--- src/rtl/pzhsbus_pkg.sv ---
// pzhsbus_pkg: shared constants and helpers for the pzhsbus stream blocks.
//   PZHSBUS_RR_MUX_DEPTH : depth of the round-robin mux output buffer
//   calc_index_width(n)  : width of an index into n items, never below 1
package pzhsbus_pkg;

  localparam int PZHSBUS_RR_MUX_DEPTH = 2;

  function automatic int calc_index_width(input int n);
    return (n <= 2) ? 1 : $clog2(n);
  endfunction

endpackage

--- src/rtl/pzhsbus_rr_mux_arbiter.sv ---
// pzhsbus_rr_mux_arbiter: combinational round-robin grant logic.
// The search starts at the slave after i_ptr and wraps modulo SLAVES; the
// first requesting slave wins. The pointer register is held by the caller.
// Ports:
//   i_request     [SLAVES]  per-slave request (slave valid)
//   i_enable      1         grant allowed this cycle
//   i_ptr         IDX_W     last granted slave
//   o_grant       [SLAVES]  one-hot grant, all zero when disabled or idle
//   o_grant_index IDX_W     index of the granted slave (0 when no grant)
module pzhsbus_rr_mux_arbiter
  import pzhsbus_pkg::*;
#(
  parameter int SLAVES = 2,
  localparam int IDX_W = calc_index_width(SLAVES)
) (
  input  logic [SLAVES-1:0] i_request,
  input  logic              i_enable,
  input  logic [IDX_W-1:0]  i_ptr,
  output logic [SLAVES-1:0] o_grant,
  output logic [IDX_W-1:0]  o_grant_index
);

  localparam int unsigned N = SLAVES;

  int unsigned cand;
  logic        found;

  always_comb begin
    o_grant       = '0;
    o_grant_index = '0;
    found         = 1'b0;
    cand          = '0;
    if (i_enable) begin
      for (int unsigned off = 1; off <= N; off++) begin
        // i_ptr < N, so a single subtraction is enough to wrap
        cand = 32'(i_ptr) + off;
        if (cand >= N) begin
          cand = cand - N;
        end
        if (!found && i_request[cand[IDX_W-1:0]]) begin
          found                        = 1'b1;
          o_grant[cand[IDX_W-1:0]]     = 1'b1;
          o_grant_index                = cand[IDX_W-1:0];
        end
      end
    end
  end

endmodule

--- src/rtl/pzhsbus_rr_mux.sv ---
// pzhsbus_rr_mux: round-robin merge of SLAVES pzhsbus streams onto one
// master stream, through a registered 2-entry FIFO (1 beat/cycle).
// Slave ready depends only on registered state and slave valid, never on
// master_if_ready.
// Optional feature macro: PZHSBUS_RR_MUX_LOCK_EN adds i_lock[SLAVES]; a push
// from slave k with i_lock[k]=1 keeps slave k at top priority.
// Ports:
//   i_clk, i_rst            clock, async active-high reset
//   slave_if_valid/ready/payload [SLAVES]  source streams
//   i_lock [SLAVES]         (PZHSBUS_RR_MUX_LOCK_EN only) hold priority
//   master_if_valid/ready/payload          merged stream
//   o_source                slave index of the head beat
//   o_busy                  buffer non-empty
module pzhsbus_rr_mux
  import pzhsbus_pkg::*;
#(
  parameter type PAYLOAD = logic,
  parameter int  SLAVES  = 2,
  localparam int IDX_W   = calc_index_width(SLAVES)
) (
  input  logic              i_clk,
  input  logic              i_rst,
  input  logic [SLAVES-1:0] slave_if_valid,
  output logic [SLAVES-1:0] slave_if_ready,
  input  PAYLOAD            slave_if_payload [SLAVES],
`ifdef PZHSBUS_RR_MUX_LOCK_EN
  input  logic [SLAVES-1:0] i_lock,
`endif
  output logic              master_if_valid,
  input  logic              master_if_ready,
  output PAYLOAD            master_if_payload,
  output logic [IDX_W-1:0]  o_source,
  output logic              o_busy
);

  typedef struct packed {
    PAYLOAD             payload;
    logic [IDX_W-1:0]   source;
  } entry_t;

  logic [1:0]        count_q;
  logic [IDX_W-1:0]  ptr_q;
  entry_t            fifo_q [PZHSBUS_RR_MUX_DEPTH];

  logic              acc_en;
  logic [SLAVES-1:0] grant;
  logic [IDX_W-1:0]  grant_index;
  logic [IDX_W-1:0]  next_ptr;
  logic              push;
  logic              pop;
  entry_t            new_entry;

  // Ready is also held low while reset is asserted, so no slave sees a
  // handshake that the buffer will not keep.
  assign acc_en = (count_q < 2'(PZHSBUS_RR_MUX_DEPTH)) && !i_rst;

  pzhsbus_rr_mux_arbiter #(
    .SLAVES (SLAVES)
  ) u_arbiter (
    .i_request     (slave_if_valid),
    .i_enable      (acc_en),
    .i_ptr         (ptr_q),
    .o_grant       (grant),
    .o_grant_index (grant_index)
  );

  assign slave_if_ready = grant;
  assign push           = |grant;
  assign pop            = master_if_valid && master_if_ready;

  always_comb begin
    new_entry.payload = slave_if_payload[grant_index];
    new_entry.source  = grant_index;
  end

  always_comb begin
    next_ptr = grant_index;
`ifdef PZHSBUS_RR_MUX_LOCK_EN
    // Park the pointer just before the locked slave so it is searched first.
    if (i_lock[grant_index]) begin
      next_ptr = (grant_index == '0) ? IDX_W'(SLAVES - 1) : grant_index - IDX_W'(1);
    end
`endif
  end

  always_ff @(posedge i_clk or posedge i_rst) begin
    if (i_rst) begin
      count_q   <= '0;
      ptr_q     <= IDX_W'(SLAVES - 1);
      fifo_q[0] <= '0;
      fifo_q[1] <= '0;
    end else begin
      // push requires count<2 and pop requires count>0, so push+pop only
      // happens at count==1: the new beat replaces the head in place.
      if (push && pop) begin
        fifo_q[0] <= new_entry;
      end else if (pop) begin
        fifo_q[0] <= fifo_q[1];
        count_q   <= count_q - 2'd1;
      end else if (push) begin
        if (count_q == 2'd0) begin
          fifo_q[0] <= new_entry;
        end else begin
          fifo_q[1] <= new_entry;
        end
        count_q <= count_q + 2'd1;
      end
      if (push) begin
        ptr_q <= next_ptr;
      end
    end
  end

  assign master_if_valid   = (count_q != 2'd0);
  assign master_if_payload = fifo_q[0].payload;
  assign o_source          = fifo_q[0].source;
  assign o_busy            = master_if_valid;

  // Slave contract: valid and payload hold until the beat is accepted.
  for (genvar g = 0; g < SLAVES; g++) begin : g_contract
    a_slave_hold: assert property (
      @(posedge i_clk) disable iff (i_rst)
      (slave_if_valid[g] && !slave_if_ready[g]) |=>
        (slave_if_valid[g] && $stable(slave_if_payload[g])));
  end

endmodule
--- config.mk ---
export PLATFORM = sky130hd
export DESIGN_NAME = pzhsbus_rr_mux
export DESIGN_NICKNAME = d
export VERILOG_FILES = /design/src/rtl/pzhsbus_pkg.sv /design/src/rtl/pzhsbus_rr_mux_arbiter.sv /design/src/rtl/pzhsbus_rr_mux.sv
export SDC_FILE = /design/constraint.sdc
export NUM_CORES = 1
export LEC_CHECK = 0
export ABC_AREA = 0
export BUFFER_PORTS_ARGS = -buffer_cell sky130_fd_sc_hd__buf_2
export CORE_MARGIN = 4
export CORE_UTILIZATION = 32
export DETAILED_ROUTE_END_ITERATION = 6
export GPL_TIMING_DRIVEN = 0
export PLACE_DENSITY = 0.65
export SLEW_MARGIN = 30
export SYNTH_ARGS = -nofsm -noshare
export SYNTH_HDL_FRONTEND = slang
export SYNTH_SLANG_ARGS = --single-unit
export TNS_END_PERCENT = 1
--- constraint.sdc ---
create_clock -name i_clk -period 3.5 [get_ports i_clk]
set_input_delay 0 -clock i_clk [delete_from_list [all_inputs] [get_ports i_clk]]
set_output_delay 0 -clock i_clk [all_outputs]
set_load 0.02 [all_outputs]
### Word-level counts from Yosys, hierarchy flattened

Cells that the tools add are included.

| storage, ports and cells | value |
|---|---|
| bits in registers | 7 |
| input port bits | 7 |

| operators by class | value |
|---|---|
| add/sub/neg operators | 6 |
| $lt $le $gt $ge | 8 |
| mux-type cells | 31 |
| bitwise operators | 5 |
| reductions and logical operators | 17 |

Operator list:

| cell | number |
|---|---|
| 2-bit two-way mux | 10 |
| 1-bit two-way mux | 18 |
| 1-bit logical AND | 6 |
| 3-bit nonzero test | 2 |
| 2-bit >= comparator, second input constant | 2 |
| 1-bit by 2-bit < comparator with 1-bit output, second input constant | 2 |
| 4-bit two-way mux | 1 |
| 2-bit AND reduction | 2 |
| 4-bit AND reduction | 1 |
| 2-bit nonzero test | 2 |
| 1-bit by 2-bit adder with 3-bit output, second input constant | 1 |
| 3-bit by 2-bit >= comparator with 1-bit output, second input constant | 1 |
| 1-bit inverter | 3 |
| 1-bit by 1-bit adder with 2-bit output, second input constant | 1 |
| 2-bit by 1-bit adder with 2-bit output, second input constant | 1 |
| 1-bit demux with 1-bit select | 2 |
| 1-bit >= comparator, second input constant | 2 |
| 1-bit logical NOT | 2 |
| 2-bit logical NOT | 1 |
| 2-bit < comparator, second input constant | 1 |
| 1-bit inverter with 2-bit output | 1 |
| 2-bit bitwise OR | 1 |
| 2-bit OR reduction | 1 |
| 1-bit subtractor, second input constant | 2 |
| 2-bit by 1-bit subtractor with 2-bit output, second input constant | 1 |

### Logic depth before layout (Yosys ltp)

| depth | value |
|---|---|
| depth in word-level cells | 20 |
| mapped depth | 6 |
| depth with buffers taken out | 6 |

### Cells and area by module

From an unflattened synthesis, not the netlist that was laid out.

| unflattened totals | value |
|---|---|
| cells, all modules | 45 |
| area, all modules | 425.4 um2 |

Modules (own cells, without submodules):

| module | instances | cells each | area an instance (um2) | sequential area each (um2) |
|---|---|---|---|---|
| pzhsbus_rr_mux | 1 | 39 | 399.1 | 176.4 |
| pzhsbus_rr_mux_arbiter | 1 | 6 | 26.3 | 0.0 |

### Least setup slack after synthesis

OpenSTA, ideal clock, no wires.

| timing | value |
|---|---|
| path kind | reg-to-reg |
| start point | reg ptr_q |
| end point | reg ptr_q |
| library setup time | 0.129 ns |
| data arrival time | 1.853 ns |
| required time | 3.371 ns |
| setup slack | 1.518 ns |
| cell stages (with the launch flop) | 4 |
| buffers on the path | 0 |
| period minus slack after synthesis | 1.982 ns |
| cell sequence | dfstp_2 -> inv_1 -> a2111oi_0 -> o21ai_1 |

| between the ends | value |
|---|---|
| longest elaborated chain between the ends | 14 |
| elaborated cells on any way between the ends | 37 |
| classes of those cells | 4 x add/sub; 6 x order compare; 21 x mux; 1 x bitwise; 5 x reduce/logical |

Ends and longest elaborated chain:

| what | RTL line | RTL |
|---|---|---|
| start: declaration | pzhsbus_rr_mux.sv:42 | `logic [IDX_W-1:0] ptr_q;` |
| start signal: assignment | pzhsbus_rr_mux.sv:89 | `ptr_q <= IDX_W'(SLAVES - 1);` |
| start signal: assignment | pzhsbus_rr_mux.sv:109 | `ptr_q <= next_ptr;` |
| 1-bit by 1-bit adder with 2-bit output | pzhsbus_rr_mux_arbiter.sv:36 | `cand = 32'(i_ptr) + off;` |
| 2-bit >= comparator or 1-bit subtractor (tied branches) | pzhsbus_rr_mux_arbiter.sv:37, pzhsbus_rr_mux_arbiter.sv:38 |  |
| 1-bit two-way mux | pzhsbus_rr_mux_arbiter.sv:37 | `if (cand >= N) begin` |
| 1-bit two-way mux | pzhsbus_rr_mux_arbiter.sv:33 | `if (i_enable) begin` |
| 1-bit by 2-bit < comparator with 1-bit output (implied by the code) or 1-bit >= comparator (tied branches) | pzhsbus_rr_mux_arbiter.sv:42 | `o_grant[cand[IDX_W-1:0]] = 1'b1;` |
| 1-bit logical AND (implied by the code) | pzhsbus_rr_mux_arbiter.sv:42 |  |
| 1-bit two-way mux (implied by the code) | pzhsbus_rr_mux_arbiter.sv:42 |  |
| 1-bit demux with 1-bit select | -- |  |
| 2-bit two-way mux | pzhsbus_rr_mux_arbiter.sv:40 | `if (!found && i_request[cand[IDX_W-1:0]]) begin` |
| 2-bit two-way mux | pzhsbus_rr_mux_arbiter.sv:33 |  |
| 2-bit bitwise OR (no line) | -- |  |
| 2-bit two-way mux (*) | pzhsbus_rr_mux_arbiter.sv:40 |  |
| 2-bit two-way mux (*) | pzhsbus_rr_mux_arbiter.sv:33 |  |
| net slave_if_ready[0] | pzhsbus_rr_mux.sv:24 | `output logic [SLAVES-1:0] slave_if_ready,` |
| 2-bit OR reduction (*) | pzhsbus_rr_mux.sv:68 | `assign push = \|grant;` |

The timed path passes the listed nets; every way through them passes the cells marked *. The select of a mux whose other input is x is not followed.
A chain may end at the register's enable or synchronous reset.

### Worst setup path in the final report

| timing | value |
|---|---|
| start point | reg count_q[1] |
| end point | reg fifo_q[0] (netlist name) |

| between the ends | value |
|---|---|
| longest elaborated chain between the ends | 7 |
| elaborated cells on any way between the ends | 13 |
| classes of those cells | 1 x order compare; 2 x mux; 3 x bitwise; 7 x reduce/logical |

Ends and longest elaborated chain:

| what | RTL line | RTL |
|---|---|---|
| start: declaration | pzhsbus_rr_mux.sv:41 | `logic [1:0] count_q;` |
| start signal: assignment | pzhsbus_rr_mux.sv:99 | `count_q <= count_q - 2'd1;` |
| start signal: assignment | pzhsbus_rr_mux.sv:106 | `count_q <= count_q + 2'd1;` |
| 2-bit < comparator (*) | pzhsbus_rr_mux.sv:55 | `assign acc_en = (count_q < 2'(PZHSBUS_RR_MUX_DEPTH)) && !i_rst;` |
| 1-bit logical AND (*) | pzhsbus_rr_mux.sv:55 |  |
| 2-bit two-way mux (*) | pzhsbus_rr_mux_arbiter.sv:33 |  |
| 2-bit OR reduction (*) | pzhsbus_rr_mux.sv:68 |  |
| net push | pzhsbus_rr_mux.sv:49 | `logic push;` |
| 1-bit logical AND | pzhsbus_rr_mux.sv:95 | `if (push && pop) begin` |
| 1-bit inverter (no line) | -- |  |
| 4-bit AND reduction (no line) (*) | -- |  |
| end: declaration | pzhsbus_rr_mux.sv:43 | `entry_t fifo_q [PZHSBUS_RR_MUX_DEPTH];` |

The timed path passes the listed nets; every way through them passes the cells marked *.

==> impl_metrics.py <==
metrics = {
    "worst_setup_path": {
        "crit_path_start_kind": "flip-flop",
        "crit_required_ns": 3.65,
        "criticalPathCategory": "reg2reg",
        "worstReg2RegEnd": "fifo_q[0]",
        "cp_slowest_stage_delay_ns": 0.44,
        "timing.critical_path.to_type": "flip-flop",
        "r2r_start": "count_q[1]",
        "rr_worst_depth": 5,
        "timing.critical_path.slowest_stage_cell": "dfrtp_1",
        "path_cells": "nor2_1 -> and2_1 -> ha_1 -> and3_1 -> mux2_4",
        "cp_max_fanout": 7,
        "worst_ep_arrival_time_ns": 1.94,
        "reg2reg_setup_slack_ns": 1.71,
    },
    "layout": {
        "antennaDiodeCount": 0,
        "drive_gt1_frac": 0.328,
        "design.final.nets": 74,
        "final_cell_mix": "buf_2 (12), inv_1 (7), dfrtp_1 (6)",
        "fin_area_um2": 543,
        "most_common_cell_after_layout_fill_and_taps_aside": "buf_2",
        "layout-area-overhead-vs-synth_pct": 26.5,
        "final-instance-count-excl-fill": 78,
        "postLayoutCoreUtil": 0.458,
    },
    "timing": {
        "final-setup-viol-count": 0,
        "post-route-period-util": 0.511,
        "max_freq_mhz": 559,
        "final_hold_viol_count": 0,
        "rsz0062_at_grt": "false",
        "final.min_clock_period_ns": 1.79,
        "worstMarginPinSlew_ns": 0.553,
        "setup_tns_ns": 0,
        "slew_headroom": 0.622,
        "timing.final.max_slew_violations": 0,
        "holdWs_ns": 0.0456,
        "worst_clock_skew_ns": 0.00152,
        "postLayoutSetupSlackWorst_ns": 1.71,
    },
    "synthesis": {
        "mappedNetlistArea_um2": 429,
        "synthDominantCellAreaShare": 0.350,
        "yosys.cell_types.count": 26,
        "synth_fp_nets": 56,
        "ys_ff_latch": 7,
        "synth_warnings": 0,
        "synth_ff_type": "dfrtp_1",
        "synth_top_cells_by_area": "dfrtp_1 (35%), dfstp_2 (6.1%), inv_1 (6.1%)",
        "asyncSetResetFlopFracSynth": 1.00,
        "synth_area_leader_cell": "dfrtp_1",
        "yosysSeqAreaShare": 0.411,
        "postSynthAreaPerCell_um2": 9.13,
        "synth-edff-count": 0,
        "syn-instance-count": 47,
    },
    "detailed_routing": {
        "detailedRoute.firstPassIterationCount": 4,
        "drtAntennaViolNets": 0,
        "drc": 0,
        "detailedRoute.firstIterationViolations": 11,
        "finalWirelength_um": 907,
        "dr_total_vias": 388,
        "via_per_inst": 4.97,
        "drt-wirelength-per-cell_um": 11.6,
    },
    "floorplan": {
        "floorplan.initialDensity": 0.362,
        "io_pins": 13,
        "row_count": 12,
        "fp.dieArea_um2": 1990,
        "coreArea_um2": 1190,
        "fp.dieW_um": 44.6,
        "floorplan.die.height_um": 44.6,
    },
    "min_path": {
        "worstHoldPathType": "in2reg",
        "timing.hold.worst_path_depth": 3,
        "hold_end": "fifo_q[1]",
        "worst_hold_startpoint": "slave_if_payload[0]",
    },
    "pwr": {
        "ir_worst_vdd_mv": 0.315,
        "pwr_density_cell_nw_per_um2": 835,
        "fin_total_pwr_mw": 0.454,
        "power_leakage_nw": 0.275,
    },
    "grt": {
        "first_global_vias": 393,
        "grt_first_pass_wirelength_mm": 1.71,
        "grt_max_degree": 8,
        "antenna_violations_before_repair": 0,
        "groute.usage.overall": 0.124,
        "final_global_route_overflow_total": 0,
    },
    "clock_network": {
        "worstSkewPairLatency_ns": 0.26,
        "clk_pin_slew_ns": 0.05,
        "cts.root.buffer_cell": "clkbuf_4",
        "cts_inserted_buffers": 3,
        "htree_depth": 1,
        "worst_case_clock_buffer_depth": 2,
        "cts.sinks": 7,
        "clock_tree_from_tritoncts": "built",
        "post_cts_resize_count": 0,
    },
    "placed_design": {
        "dpl-instance-area_um2": 507,
        "gp_routability_congestion": 0.689,
        "dp.cells": 73,
        "dpl_worst_slack_ns": 1.72,
        "place.port_buffers": 12,
        "dp_hpwl_um": 749,
    },
    "run_status": {
        "run_status": "completed",
    },
    "flow_run": {
        "max_cap_viol_count": 0,
    },
}
==> synthesized netlist by cell type (all sizes together), types with 2 or more instances <==
cell type	count
inv	9
dfrtp	6
o21ai	4
a311oi	3
nor2	3
nor3	3
a31oi	2
ha	2
==> metal layers <==
metal | global-route usage | share of wire
met2 | 0.181 | 0.47
met1 | 0.146 | 0.43
met5 | 0 | 0
met3 | 0.0732 | 0.080
met4 | 0.0542 | 0.019
==> repair_timing <==
item / CTS / global route
endpoints found under the hold margin: 7 / 0
buffers inserted: 0 / 0
hold buffers: 1 / 0
==> cell families after synthesis <==
| logic type | Yosys count | synth area share |
|---|---|---|
| buffers and inverters | 10 | 0.0962 |
| DFF | 7 | 0.411 |
| adders and majority gates | 2 | 0.0583 |
| muxes | 1 | 0.0350 |
| and+or+nand+nor | 12 | 0.140 |
| AOI/OAI and AO/OA | 14 | 0.239 |
| xor gates and xnor gates | 1 | 0.0204 |
==> flip-flops by register name (all words and copies together) (netlist names) <==
signal             count
o_source               1
master_if_payload      1
count_q                2
fifo_q                 2
ptr_q                  1
==> where the power goes <==
part | switching (mW) | internal (mW)
clock network | 0.0330 | 0.0437
registers | 0.0335 | 0.126
logic | 0.126 | 0.0915
total | 0.192 | 0.261
==> critical path, delay by kind of cell (launching register included) <==
kind | cells | cell delay, ns
adder cells (fa/ha/maj) | 1 | 0.16
AND/OR/NAND/NOR | 3 | 0.77
multiplexers | 1 | 0.30
flip-flops | 1 | 0.44
==> worst max-delay path by stage <==
stage / start / end / slack, ns / depth (start not counted)
3_5_place_dp: count_q[1] / fifo_q[0] / 1.72 / 5
5_1_grt: count_q[1] / count_q[1] / 1.52 / 6
6_report: count_q[1] / fifo_q[0] / 1.71 / 5
3_3_place_gp: count_q[1] / fifo_q[0] / 1.74 / 5
2_1_floorplan: ptr_q / ptr_q / 1.52 / 3
4_1_cts: count_q[1] / fifo_q[0] / 1.71 / 5
==> cell type report <==
| type | instances | area, um^2 |
|---|---|---|
| fill | 122 | 643 |
| multi-input combinational | 30 | 211 |
| sequential | 7 | 176 |
| timing repair buffer | 13 | 70.1 |
| inverter | 9 | 33.8 |
| clock buffer | 4 | 26.3 |
| tap | 14 | 17.5 |
| buffer | 1 | 7.51 |
Power figures use the tool's default switching activity.
